==> src/rtl/hazard_scoreboard_pkg.sv <==
`default_nettype none
// +----------------------------------------------------------------------------+
// | Package    : hazard_pkg                                                    |
// | Description: Shared types and constants for the hazard scoreboard: stage   |
// |              codes for forward selects, the "operand unused" Tuse marker,  |
// |              default widths and the scoreboard slot record.                |
// | Revision   : 1.0 - initial release                                         |
// +----------------------------------------------------------------------------+
package hazard_pkg;

    // Default configuration of the MIPS core this controller sits in
    localparam int unsigned STAGES_DEF = 3;
    localparam int unsigned REG_W_DEF  = 5;
    localparam int unsigned T_W_DEF    = 2;
    localparam int unsigned MD_W_DEF   = 4;

    // Forward-select stage codes (0 = take the register file value)
    typedef enum logic [1:0] {
        FWD_RF = 2'd0,
        FWD_E  = 2'd1,
        FWD_M  = 2'd2,
        FWD_W  = 2'd3
    } fwd_stage_e;

    // A Tuse of all-ones marks an operand the instruction does not read
    localparam logic [T_W_DEF-1:0] TUSE_NONE = '1;

    // One in-flight register write at the default widths
    typedef struct packed {
        logic                 valid;
        logic [REG_W_DEF-1:0] wreg;
        logic [T_W_DEF-1:0]   tnew;
    } slot_t;

endpackage : hazard_pkg
`default_nettype wire

==> src/rtl/hazard_scoreboard_if.sv <==
`default_nettype none
// +----------------------------------------------------------------------------+
// | Interface  : hazard_scoreboard_if                                          |
// | Description: D-stage decode fields into the scoreboard and the stall /     |
// |              bubble / forward / MDU-busy controls back to the pipeline.    |
// | Revision   : 1.0 - initial release                                         |
// +----------------------------------------------------------------------------+
interface hazard_scoreboard_if
    import hazard_pkg::*;
#(
    parameter int STAGES = STAGES_DEF,
    parameter int REG_W  = REG_W_DEF,
    parameter int T_W    = T_W_DEF,
    parameter int MD_W   = MD_W_DEF
);
    localparam int FWD_W = $clog2(STAGES + 1);

    logic             clr;
    logic [REG_W-1:0] d_rs;
    logic [REG_W-1:0] d_rt;
    logic [T_W-1:0]   d_tuse_rs;
    logic [T_W-1:0]   d_tuse_rt;
    logic             d_regwrite;
    logic [REG_W-1:0] d_wreg;
    logic [T_W-1:0]   d_tnew;
    logic             d_md_start;
    logic [MD_W-1:0]  d_md_time;
    logic             d_md_use;
    logic             stall;
    logic             bubble_e;
    logic [FWD_W-1:0] fwd_rs;
    logic [FWD_W-1:0] fwd_rt;
    logic             md_busy;

    // Decoder / pipeline side
    modport master (
        output clr, d_rs, d_rt, d_tuse_rs, d_tuse_rt, d_regwrite, d_wreg,
               d_tnew, d_md_start, d_md_time, d_md_use,
        input  stall, bubble_e, fwd_rs, fwd_rt, md_busy
    );

    // Scoreboard side
    modport slave (
        input  clr, d_rs, d_rt, d_tuse_rs, d_tuse_rt, d_regwrite, d_wreg,
               d_tnew, d_md_start, d_md_time, d_md_use,
        output stall, bubble_e, fwd_rs, fwd_rt, md_busy
    );

endinterface : hazard_scoreboard_if
`default_nettype wire

==> src/rtl/hazard_scoreboard_md_busy_counter.sv <==
`default_nettype none
// +----------------------------------------------------------------------------+
// | Module     : md_busy_counter                                               |
// | Description: Multiply/divide occupancy counter. Loads the operation's      |
// |              latency on issue, counts down to zero, flags busy while       |
// |              non-zero.                                                     |
// | Revision   : 1.0 - initial release                                         |
// +----------------------------------------------------------------------------+
module md_busy_counter
    import hazard_pkg::*;
#(
    parameter int MD_W = MD_W_DEF
) (
    input  logic            clk,
    input  logic            reset_n,
    input  logic            load_i,
    input  logic [MD_W-1:0] time_i,
    output logic            busy_o
);

    logic [MD_W-1:0] cnt_q;
    logic [MD_W-1:0] cnt_d;

    // A new issue overrides any residual count; otherwise drain toward zero
    always_comb begin
        cnt_d = cnt_q;
        if (load_i) begin
            cnt_d = time_i;
        end else if (cnt_q != '0) begin
            cnt_d = cnt_q - MD_W'(1);
        end
    end

    // Counter register
    always_ff @(posedge clk or negedge reset_n) begin
        if (!reset_n) begin
            cnt_q <= '0;
        end else begin
            cnt_q <= cnt_d;
        end
    end

    assign busy_o = (cnt_q != '0);

endmodule : md_busy_counter
`default_nettype wire

==> src/rtl/hazard_scoreboard.sv <==
`default_nettype none
// +----------------------------------------------------------------------------+
// | Module     : hazard_scoreboard                                             |
// | Description: Stall/forward controller. Tracks in-flight GPR writes over    |
// |              STAGES post-decode stages with per-slot Tnew, compares them   |
// |              against per-operand Tuse, and adds an MDU busy window.        |
// | Revision   : 1.0 - initial release                                         |
// +----------------------------------------------------------------------------+
module hazard_scoreboard
    import hazard_pkg::*;
#(
    parameter int STAGES = STAGES_DEF,
    parameter int REG_W  = REG_W_DEF,
    parameter int T_W    = T_W_DEF,
    parameter int MD_W   = MD_W_DEF
) (
    input  logic               clk,
    input  logic               reset_n,
    hazard_scoreboard_if.slave hz
);

    localparam int FWD_W = $clog2(STAGES + 1);

    // Slot record at this instance's widths (slot 1 = E, slot STAGES = oldest)
    typedef struct packed {
        logic             valid;
        logic [REG_W-1:0] wreg;
        logic [T_W-1:0]   tnew;
    } sb_slot_t;

    sb_slot_t [STAGES:1] slot_q;
    sb_slot_t [STAGES:1] slot_d;
    logic     [STAGES:1] hit_rs;
    logic     [STAGES:1] hit_rt;

    logic             found_rs, found_rt;
    logic [T_W-1:0]   tnew_rs, tnew_rt;
    logic [FWD_W-1:0] sel_rs, sel_rt;
    logic             stall_rs, stall_rt;
    logic             md_busy;
    logic             stall;

    function automatic logic [T_W-1:0] sat_dec(input logic [T_W-1:0] t);
        return (t == '0) ? '0 : t - T_W'(1);
    endfunction

    // Per-slot match against the D sources and next-state shift; $0 never matches
    for (genvar k = 1; k <= STAGES; k++) begin : g_slot
        assign hit_rs[k] = slot_q[k].valid && (slot_q[k].wreg == hz.d_rs) && (hz.d_rs != '0);
        assign hit_rt[k] = slot_q[k].valid && (slot_q[k].wreg == hz.d_rt) && (hz.d_rt != '0);

        if (k == 1) begin : g_head
            // A stalled D cycle injects a bubble; clr wins over a real issue
            assign slot_d[k] = (hz.clr || stall) ? '0 :
                sb_slot_t'{valid: hz.d_regwrite && (hz.d_wreg != '0),
                           wreg:  hz.d_wreg,
                           tnew:  sat_dec(hz.d_tnew)};
        end else begin : g_shift
            assign slot_d[k] = hz.clr ? '0 :
                sb_slot_t'{valid: slot_q[k-1].valid,
                           wreg:  slot_q[k-1].wreg,
                           tnew:  sat_dec(slot_q[k-1].tnew)};
        end
    end

    // Youngest-match priority: scan oldest to youngest so the lowest slot wins
    always_comb begin
        found_rs = 1'b0;
        found_rt = 1'b0;
        tnew_rs  = '0;
        tnew_rt  = '0;
        sel_rs   = '0;
        sel_rt   = '0;
        for (int k = STAGES; k >= 1; k--) begin
            if (hit_rs[k]) begin
                found_rs = 1'b1;
                tnew_rs  = slot_q[k].tnew;
                sel_rs   = FWD_W'(k);
            end
            if (hit_rt[k]) begin
                found_rt = 1'b1;
                tnew_rt  = slot_q[k].tnew;
                sel_rt   = FWD_W'(k);
            end
        end
    end

    // Unused operands (Tuse all-ones) can never stall
    assign stall_rs = found_rs && (hz.d_tuse_rs != '1) && (tnew_rs > hz.d_tuse_rs);
    assign stall_rt = found_rt && (hz.d_tuse_rt != '1) && (tnew_rt > hz.d_tuse_rt);
    assign stall    = stall_rs || stall_rt || (hz.d_md_use && md_busy);

    assign hz.stall    = stall;
    assign hz.bubble_e = stall;
    assign hz.fwd_rs   = (found_rs && (tnew_rs == '0)) ? sel_rs : '0;
    assign hz.fwd_rt   = (found_rt && (tnew_rt == '0)) ? sel_rt : '0;
    assign hz.md_busy  = md_busy;

    // Scoreboard slot registers
    always_ff @(posedge clk or negedge reset_n) begin
        if (!reset_n) begin
            slot_q <= '0;
        end else begin
            slot_q <= slot_d;
        end
    end

    md_busy_counter #(
        .MD_W (MD_W)
    ) u_md_busy_counter (
        .clk     (clk),
        .reset_n (reset_n),
        .load_i  (!stall && hz.d_md_start),
        .time_i  (hz.d_md_time),
        .busy_o  (md_busy)
    );

endmodule : hazard_scoreboard
`default_nettype wire

==> src/flat_wrapper.sv <==
// flat-port wrapper written by rule: the top's interface ports become plain ports
module hazard_scoreboard_flat import hazard_pkg::*;
#(
    parameter int STAGES = STAGES_DEF,
    parameter int REG_W  = REG_W_DEF,
    parameter int T_W    = T_W_DEF,
    parameter int MD_W   = MD_W_DEF
)
  (clk, reset_n, hz_clr, hz_d_rs, hz_d_rt, hz_d_tuse_rs, hz_d_tuse_rt, hz_d_regwrite, hz_d_wreg, hz_d_tnew, hz_d_md_start, hz_d_md_time, hz_d_md_use, hz_stall, hz_bubble_e, hz_fwd_rs, hz_fwd_rt, hz_md_busy);
  hazard_scoreboard_if #(.STAGES(STAGES), .REG_W(REG_W), .T_W(T_W), .MD_W(MD_W)) hz_i ();
  input  logic clk;
  input  logic reset_n;
  input wire logic [$bits(hz_i.clr)-1:0] hz_clr;
  input wire logic [$bits(hz_i.d_rs)-1:0] hz_d_rs;
  input wire logic [$bits(hz_i.d_rt)-1:0] hz_d_rt;
  input wire logic [$bits(hz_i.d_tuse_rs)-1:0] hz_d_tuse_rs;
  input wire logic [$bits(hz_i.d_tuse_rt)-1:0] hz_d_tuse_rt;
  input wire logic [$bits(hz_i.d_regwrite)-1:0] hz_d_regwrite;
  input wire logic [$bits(hz_i.d_wreg)-1:0] hz_d_wreg;
  input wire logic [$bits(hz_i.d_tnew)-1:0] hz_d_tnew;
  input wire logic [$bits(hz_i.d_md_start)-1:0] hz_d_md_start;
  input wire logic [$bits(hz_i.d_md_time)-1:0] hz_d_md_time;
  input wire logic [$bits(hz_i.d_md_use)-1:0] hz_d_md_use;
  output wire logic [$bits(hz_i.stall)-1:0] hz_stall;
  output wire logic [$bits(hz_i.bubble_e)-1:0] hz_bubble_e;
  output wire logic [$bits(hz_i.fwd_rs)-1:0] hz_fwd_rs;
  output wire logic [$bits(hz_i.fwd_rt)-1:0] hz_fwd_rt;
  output wire logic [$bits(hz_i.md_busy)-1:0] hz_md_busy;
  assign hz_i.clr = hz_clr;
  assign hz_i.d_rs = hz_d_rs;
  assign hz_i.d_rt = hz_d_rt;
  assign hz_i.d_tuse_rs = hz_d_tuse_rs;
  assign hz_i.d_tuse_rt = hz_d_tuse_rt;
  assign hz_i.d_regwrite = hz_d_regwrite;
  assign hz_i.d_wreg = hz_d_wreg;
  assign hz_i.d_tnew = hz_d_tnew;
  assign hz_i.d_md_start = hz_d_md_start;
  assign hz_i.d_md_time = hz_d_md_time;
  assign hz_i.d_md_use = hz_d_md_use;
  assign hz_stall = hz_i.stall;
  assign hz_bubble_e = hz_i.bubble_e;
  assign hz_fwd_rs = hz_i.fwd_rs;
  assign hz_fwd_rt = hz_i.fwd_rt;
  assign hz_md_busy = hz_i.md_busy;
  hazard_scoreboard #(.STAGES(STAGES), .REG_W(REG_W), .T_W(T_W), .MD_W(MD_W)) u_core (.clk(clk), .reset_n(reset_n), .hz(hz_i));
endmodule
==> config.mk <==
export PLATFORM = sky130hd
export DESIGN_NAME = hazard_scoreboard_flat
export DESIGN_NICKNAME = d
export VERILOG_FILES = /design/src/rtl/hazard_scoreboard_pkg.sv /design/src/rtl/hazard_scoreboard_if.sv /design/src/rtl/hazard_scoreboard_md_busy_counter.sv /design/src/rtl/hazard_scoreboard.sv /design/src/flat_wrapper.sv
export SDC_FILE = /design/constraint.sdc
export NUM_CORES = 1
export LEC_CHECK = 0
export ABC_AREA = 1
export CORE_ASPECT_RATIO = 0.5
export CORE_MARGIN = 4
export CORE_UTILIZATION = 52
export CTS_CLUSTER_SIZE = 25
export DETAILED_ROUTE_END_ITERATION = 10
export GPL_TIMING_DRIVEN = 0
export PLACE_DENSITY = 0.8
export SETUP_SLACK_MARGIN = 0.15
export SLEW_MARGIN = 5
export SYNTH_ARGS = -nofsm -noshare
export SYNTH_HDL_FRONTEND = slang
export SYNTH_SLANG_ARGS = --single-unit
==> constraint.sdc <==
create_clock -name clk -period 4.19 [get_ports clk]
set_input_delay 0.838 -clock clk [delete_from_list [all_inputs] [get_ports clk]]
set_output_delay 0.838 -clock clk [all_outputs]
set_load 0.03 [all_outputs]
==> impl_metrics.yaml, run 1 <==
global_route:
  grt_max_degree: 29
  grt_pass1_vias: 1786
  first_pass_grt_wire_length_mm: 8.01
  initial_antenna_violation_count: 0
  gr-total-overflow: 0
  grtUsageTotal_pct: 21.2
critical_path:
  setup.worst_path.start_class: "primary input"
  crit_path_max_incr_delay_ns: 0.33
  critPathBufInv: 4
  critical-path-slowest-cell: "sky130_fd_sc_hd__ha_1"
  critical_path_cell_sequence: "dlygate4sd2_1 -> xnor2_1 -> nand2_1 -> nor2_2 -> nand2_4 -> nand2_2 -> nor2_1 -> o22ai_2 -> inv_1 -> ha_1 -> a21oi_1 -> a221oi_2 -> nand2_2 -> nand3_2 -> buf_4 -> buf_4"
  worst-setup-path-type: "primary input to output pin"
  crit_path_capture_type: "output pin"
  reg2reg_slack_ns: 1.45
  r2r-start: "u_core.slot_q[12]$_DFF_PN0_"
  critical_path_required_ns: 3.35
  path_max_fanout: 6
  reg2reg_depth: 16
  worst_r2r_end: "u_core.slot_q[7]$_DFF_PN0_"
  path_delay_family: "simple AND/OR/NAND/NOR gates"
  timing.critical_path.arrival_ns: 3.18
clock_network:
  clock_tree.htree_level_count: 1
  worstSkewPairLatency_ns: 0.28
  clk_pin_slew_ns: 0.09
  tritoncts: "yes"
  max-clock-path-buffers: 2
  number_of_clock_sinks: 28
  cts.root.buffer_cell: "sky130_fd_sc_hd__clkbuf_8"
  cts_buffers: 3
cells_and_area:
  multi_input_gate_area_in_the_final_layout_sq_um: 1150
  n_fill_cell: 269
  syn2layout_area_growth_pct: 29.7
  layout.cell_area.non_filler_sq_um: 2630
  layout_cells_excl_fill: 391
  fraction_of_layout_instances_using_a_drive_strength_above_1_pct: 22.4
  fin_nets: 378
  layout.area.seq_sq_um: 701
  finish.utilization_pct: 73.4
  diode_insertion_count_for_antenna_repair: 0
outcome:
  outcome: "complete, no violations"
floorplanning:
  die_area_sq_um: 5020
  initial_core_util_pct: 56.6
  core_region_area_sq_um: 3580
  io-pin-count: 38
  row_count: 15
  die_x_um: 96.3
  dieHeight_um: 52.2
drt:
  dr.first_iter.drc_count: 76
  routed-via-count: 1950
  finalWirelength_mm: 5.04
  via_per_inst: 4.99
  drtAntennaViolNets: 0
  remaining_drc_errors: 0
  detail_route.wl_per_cell_um: 12.9
  drt_first_pass_iters: 5
yosys:
  synth_area_sq_um: 2030
  synthesis.area_per_instance_sq_um: 6.97
  synth-warning-count: 0
  post_synth_num_cell_types: 32
  ys_seq_elements: 28
  postSynthCellCount: 291
  synth_sequential_area_ratio_pct: 34.5
  post-synth-top-area-fraction_pct: 34.5
  post_synth_main_area_contributors: "sky130_fd_sc_hd__dfrtp_1, sky130_fd_sc_hd__nand2_1, sky130_fd_sc_hd__inv_1, sky130_fd_sc_hd__nor2_1, sky130_fd_sc_hd__ha_1"
  post_synthesis_cell_type_with_the_largest_combined_area: "sky130_fd_sc_hd__dfrtp_1"
  syn_nets: 328
sta:
  final-max-slew-violation-count: 0
  slew_at_the_pin_closest_to_its_max_slew_limit_ns: 0.634
  finalWorstSetupSlack_ns: 0.175
  finClkSkew_ns: 0.00560
  unrepaired_setup_endpoints_after_global_routing: "no"
  relSlewSlack_pct: 57.7
  setup_viol: 0
  hold_slack_ns: 0.489
  final.period_utilization_pct: 95.8
  setup_total_negative_slack_ns: 0
  hold_viol_final: 0
  timing.fmax_mhz: 249
  final_period_minus_worst_setup_slack_ns: 4.01
hold_path:
  worst_hold_path.num_cells: 1
  worst_hold_path_type: "flip-flop to flip-flop"
  worst_hold_path.endpoint: "u_core.slot_q[8]$_DFF_PN0_"
  worst_hold_startpoint: "u_core.slot_q[0]$_DFF_PN0_"
power:
  cellPowerDensity_nw_per_um2: 315
  post-layout-total-power_mw: 0.829
  ir_worst_vdd_v: 0.000302
  total_leakage_power_nw: 1.35
placed_design:
  port_buffers: 36
  globalplace.congestion: 0.972
  post_dp_cell_area_sq_um: 2450
  dp_cells: 378
  setup_slack_at_placement_ns: -0.825
  dp_hpwl_mm: 3.78
flow_run:
  cap_violations: 0
## power by group
part / total, mW / internal [mW] / switching, mW
Sequential: 0.326 / 0.301 / 0.0247
Clock: 0.216 / 0.128 / 0.0879
Combinational: 0.287 / 0.117 / 0.170
## registers in the layout, indices dropped and copies added, names as in the netlist
register                        flops
u_core.slot_q                      24
u_core.u_md_busy_counter.cnt_q      4
## synthesized netlist by cell type, drive strengths merged
| cell | count |
|---|---|
| nand4 | 4 |
| o21ai | 7 |
| nor2 | 42 |
| nand2 | 94 |
| a221oi | 2 |
| xor2 | 2 |
| xnor2 | 4 |
| inv | 58 |
| ha | 6 |
| nand3 | 16 |
| a21boi | 2 |
| dfrtp | 28 |
| nor3 | 8 |
| buf | 1 |
| o211ai | 2 |
| a21oi | 9 |
| clkbuf | 2 |
| clkinv | 2 |
| o22ai | 2 |
## cell usage in the layout, fill, tap and decap left out, types with 2 or more instances in the layout
master                             n
sky130_fd_sc_hd__a21oi_1           6
sky130_fd_sc_hd__a21oi_2           2
sky130_fd_sc_hd__a221oi_2          2
sky130_fd_sc_hd__buf_2             2
sky130_fd_sc_hd__buf_4            11
sky130_fd_sc_hd__clkbuf_1          2
sky130_fd_sc_hd__clkbuf_8          3
sky130_fd_sc_hd__clkdlybuf4s50_1  23
sky130_fd_sc_hd__dfrtp_1          28
sky130_fd_sc_hd__dlygate4sd2_1     8
sky130_fd_sc_hd__ha_1              4
sky130_fd_sc_hd__ha_4              2
sky130_fd_sc_hd__inv_1            45
sky130_fd_sc_hd__inv_2            14
sky130_fd_sc_hd__nand2_1          86
sky130_fd_sc_hd__nand2_2           6
sky130_fd_sc_hd__nand2_4           2
sky130_fd_sc_hd__nand3_1          10
sky130_fd_sc_hd__nand3_2           4
sky130_fd_sc_hd__nand3_4           2
sky130_fd_sc_hd__nand4_1           3
sky130_fd_sc_hd__nor2_1           25
sky130_fd_sc_hd__nor2_2           14
sky130_fd_sc_hd__nor2_4            3
sky130_fd_sc_hd__nor3_1            6
sky130_fd_sc_hd__nor3_2            2
sky130_fd_sc_hd__o211ai_1          2
sky130_fd_sc_hd__o21ai_0           3
sky130_fd_sc_hd__o21ai_1           3
sky130_fd_sc_hd__o22ai_2           2
sky130_fd_sc_hd__xnor2_1           4
sky130_fd_sc_hd__xor2_1            2
## per-layer routing
layer  track usage (%)  vias up  wire [um]
met5                 0        -          0
met4              5.81        0         63
met3              4.77        8        369
met2              34.9       68       2320
met1              28.3      885       2280
li1                  -      989          -
## worst max path at each step
stage | from | end | slack (ns) | depth (start not counted)
after floorplan | hz_d_rt[3] | hz_stall | 0.33 | 15
after global placement | hz_d_rt[3] | hz_stall | -0.77 | 17
after detailed placement | hz_d_rt[3] | hz_stall | -0.83 | 17
after CTS | hz_d_rt[3] | hz_stall | 0.20 | 18
after global routing | hz_d_rt[4] | hz_stall | 0.03 | 16
final | hz_d_rt[4] | hz_stall | 0.18 | 16
## cell families after synthesis
| kind of cell | share of synthesized area, % |
|---|---|
| AO/OA/AOI/OAI | 8.45 |
| XOR/XNOR | 2.59 |
| adder cells (fa/ha/maj) | 3.70 |
| flip-flops | 34.5 |
| AND/OR/NAND/NOR | 38.9 |
| buffers and inverters | 11.8 |
## area by class of cell
class / count / share of cell area (%)
inverter: 60 / 8.56
multi-input combinational: 200 / 43.9
tap: 51 / 2.43
clock inverter: 1 / 1.14
clock buffer: 3 / 1.57
timing repair buffer: 45 / 15.2
sequential: 28 / 26.6
buffer: 3 / 0.571
## timing repair
action,in CTS,in global routing
hold buffers,0,0
resized for setup,24,14
setup endpoints to repair,2,2
pin swaps,7,7
setup buffers,5,4
No activity file was read; power rests on OpenSTA's default activity.
==> inputs of run 2 (changes only) <==
SYNTH_HIERARCHICAL = 1   (was not set)
==> impl_metrics.yaml, run 2 <==
cells_and_area:
  most_frequent_cells_in_the_layout: "sky130_fd_sc_hd__nand2_1, sky130_fd_sc_hd__inv_1, sky130_fd_sc_hd__nor2_1"
  fraction_of_layout_instances_using_a_drive_strength_above_1_pct: 15.2
  diode_insertion_count_for_antenna_repair: 0
  registers.top_by_ff_count: "u_core/slot_q"
  syn2layout_area_growth_pct: 25.6
  finish.utilization_pct: 69.9
  largest_register_ff_count: 24
  layout_cells_excl_fill: 393
  n_fill_cell: 311
  fin_nets: 380
  layout.cells.most_common: "sky130_fd_sc_hd__nand2_1"
  layout.area.seq_sq_um: 701
  layout.cell_area.non_filler_sq_um: 2480
  largestRegisters: "u_core/slot_q (24), u_core/u_md_busy_counter/cnt_q (4)"
  multi_input_gate_area_in_the_final_layout_sq_um: 1080
power:
  ir_worst_vdd_v: 0.000258
  post-layout-total-power_mw: 0.750
  total_leakage_power_nw: 1.33
  cellPowerDensity_nw_per_um2: 302
floorplanning:
  initial_core_util_pct: 55.7
  core_region_area_sq_um: 3550
  row_count: 15
  die_area_sq_um: 4910
  io-pin-count: 38
  dieHeight_um: 51.6
  die_x_um: 95.1
drt:
  finalWirelength_mm: 4.88
  via_per_inst: 5.08
  drtAntennaViolNets: 0
  detailroute.wirelength.met2_mm: 2.36
  detail_route.wl_per_cell_um: 12.4
  drt_first_pass_iters: 4
  routed-via-count: 1997
  met3_wirelength_um: 354
  m1WireLength_mm: 2.14
  remaining_drc_errors: 0
  highest_layer: "met4"
  dr.first_iter.drc_count: 153
yosys:
  post-synth-top-area-fraction_pct: 35.5
  synth_edf_count: 0
  synthesis.area_per_instance_sq_um: 6.58
  postSynthCellCount: 300
  post_synth_num_cell_types: 29
  yosys.area_share.simple_pct: 38.7
  dominant_combinational_cell_family_by_area_after_synthesis: "simple AND/OR/NAND/NOR gates"
  synth-warning-count: 6
  ys_seq_elements: 28
  syn_nets: 337
  synthTopCellsByCount: "sky130_fd_sc_hd__nand2_1, sky130_fd_sc_hd__inv_1, sky130_fd_sc_hd__nor2_1, sky130_fd_sc_hd__dfrtp_1, sky130_fd_sc_hd__nand3_1"
  yosys.area_share.adder_pct: 3.80
  asyncSetResetFlopFracSynth_pct: 100
  synthMostInstantiatedCell: "sky130_fd_sc_hd__nand2_1"
  yosys.area_share.xor_xnor_pct: 2.66
  post_synth_main_area_contributors: "sky130_fd_sc_hd__dfrtp_1, sky130_fd_sc_hd__nand2_1, sky130_fd_sc_hd__inv_1, sky130_fd_sc_hd__nor2_1, sky130_fd_sc_hd__nand3_1"
  synth_sequential_area_ratio_pct: 35.5
  post_synthesis_cell_type_with_the_largest_combined_area: "sky130_fd_sc_hd__dfrtp_1"
  synthMuxAreaShare_pct: 0
  synth_compound_area_share_pct: 7.03
  synth_area_sq_um: 1970
  ys_dominant_reg_cell: "sky130_fd_sc_hd__dfrtp_1"
critical_path:
  critPathBufInv: 4
  critical_path_cell_sequence: "dlygate4sd2_1 -> xnor2_1 -> nand2_1 -> nor2_4 -> nand2_2 -> nand3_1 -> nand2_1 -> nand2_1 -> inv_1 -> ha_1 -> a221oi_2 -> nand2_2 -> nand3_2 -> buf_4 -> buf_4"
  worst-setup-path-type: "primary input to output pin"
  startpoint: "hz_d_rt[4]"
  r2r-start: "u_core/slot_q[11]$_DFF_PN0_"
  timing.critical_path.arrival_ns: 3.06
  path_common_cell: "sky130_fd_sc_hd__nand2_1"
  critical_path_required_ns: 3.35
  path_delay_family: "simple AND/OR/NAND/NOR gates"
  crit_path_max_incr_delay_ns: 0.31
  crit_path_capture_type: "output pin"
  critical-path-slowest-cell: "sky130_fd_sc_hd__ha_1"
  setup.worst_path.start_class: "primary input"
  path_max_fanout: 5
sta:
  slew_at_the_pin_closest_to_its_max_slew_limit_ns: 0.616
  final-max-slew-violation-count: 0
  final_period_minus_worst_setup_slack_ns: 3.90
  final.period_utilization_pct: 93.0
  timing.fmax_mhz: 257
  finClkSkew_ns: 0.00780
  unrepaired_setup_endpoints_after_global_routing: "no"
  hold_viol_final: 0
  relSlewSlack_pct: 58.9
  setup_viol: 0
flow_run:
  cap_violations: 0
clock_network:
  clk_pin_slew_ns: 0.09
  clock_tree.htree_level_count: 1
  number_of_clock_sinks: 28
  max-clock-path-buffers: 2
  cts_hold_repair_buffers: 0
  cts.root.buffer_cell: "sky130_fd_sc_hd__clkbuf_8"
  tritoncts: "yes"
  cts_buffers: 3
  worstSkewPairLatency_ns: 0.28
placed_design:
  port_buffers: 36
  post_dp_cell_area_sq_um: 2400
  globalplace.congestion: 0.880
  dp_hpwl_mm: 3.87
  dp_cells: 387
global_route:
  grtUsageTotal_pct: 21.9
  initial_antenna_violation_count: 0
  first_pass_grt_wire_length_mm: 8.29
  gr-total-overflow: 0
  grt_pass1_vias: 1892
  grt_max_degree: 29
outcome:
  outcome: "complete, no violations"
hold_path:
  worst_hold_path_type: "flip-flop to flip-flop"
  worst_hold_startpoint: "u_core/slot_q[0]$_DFF_PN0_"
## run 2: changes by cell type in the layout (fill, tap and decap cells not counted), moves of 3 or more
cell,change
sky130_fd_sc_hd__nor2_1,+19
sky130_fd_sc_hd__nor2_2,-10
sky130_fd_sc_hd__buf_4,-7
sky130_fd_sc_hd__inv_2,-7
sky130_fd_sc_hd__nand3_1,+6
sky130_fd_sc_hd__clkbuf_2,+4
sky130_fd_sc_hd__dlygate4sd2_1,-4
sky130_fd_sc_hd__inv_1,+4
sky130_fd_sc_hd__nor3_1,-4
sky130_fd_sc_hd__o21ai_0,+4
sky130_fd_sc_hd__a21oi_1,+3
sky130_fd_sc_hd__nand2_2,+3
## run 2: through the flow
| step | setup slack, ns | TNS [ns] | hold slack, ns |
|---|---|---|---|
| floorplan | 0.546 | 0 | 0.412 |
| global placement | -0.612 | -1.14 | 0.424 |
| detailed placement | -0.678 | -1.26 | 0.442 |
| CTS | 0.195 | 0 | 0.455 |
| global route | 0.154 | 0 | 0.476 |
| finish | 0.293 | 0 | 0.457 |
## run 2: repair_timing
action | CTS | global route
pin swaps | 6 | 3
cloned | 0 | 0
endpoints found under the setup margin | 2 | 2
resized for setup | 28 | 21
buffers inserted | 1 | 1
## run 2: power breakdown
part	internal [mW]	switching, mW
sequential	0.300	0.0228
combinational	0.104	0.152
clock	0.0842	0.0860
total	0.488	0.261
## run 2: per-layer routing
metal  track usage [%]  vias up
met5                 0        -
met4              3.35        0
met3              4.34        4
met2              38.8       68
met1              28.5      930
li1                  -      995
## run 2: area by class of cell
type                            count  share of cell area, %
Sequential cell                    28                   28.3
Inverter                           57                   8.73
Buffer                              4                   1.06
Multi-Input combinational cell    211                   43.7
Tap cell                           51                   2.57
Clock buffer                        4                   2.22
Timing Repair Buffer               38                   13.4
## run 2: logic make-up (layout without fill, tap and decap cells)
family / after synthesis / count (layout)
simple gates: 175 / 175
buf+inv: 61 / 103
flops: 28 / 28
compound gates: 24 / 24
fa+ha+maj: 6 / 6
xor+xnor: 6 / 6
## run 2: worst paths after layout
check                      cells past startpoint                                       endpoint  slack, ns
setup / recovery                              15                                       hz_stall       0.29
max in group asynchronous                      1                     u_core/slot_q[4]$_DFF_PN0_       3.22
hold / removal                                 1                     u_core/slot_q[8]$_DFF_PN0_       0.46
setup reg to reg                              19  u_core/u_md_busy_counter/cnt_q[3]$_DFFE_PN0P_       1.46
min in group asynchronous                      1                    u_core/slot_q[17]$_DFF_PN0_       0.56
hold reg to reg                                1                     u_core/slot_q[8]$_DFF_PN0_       0.46
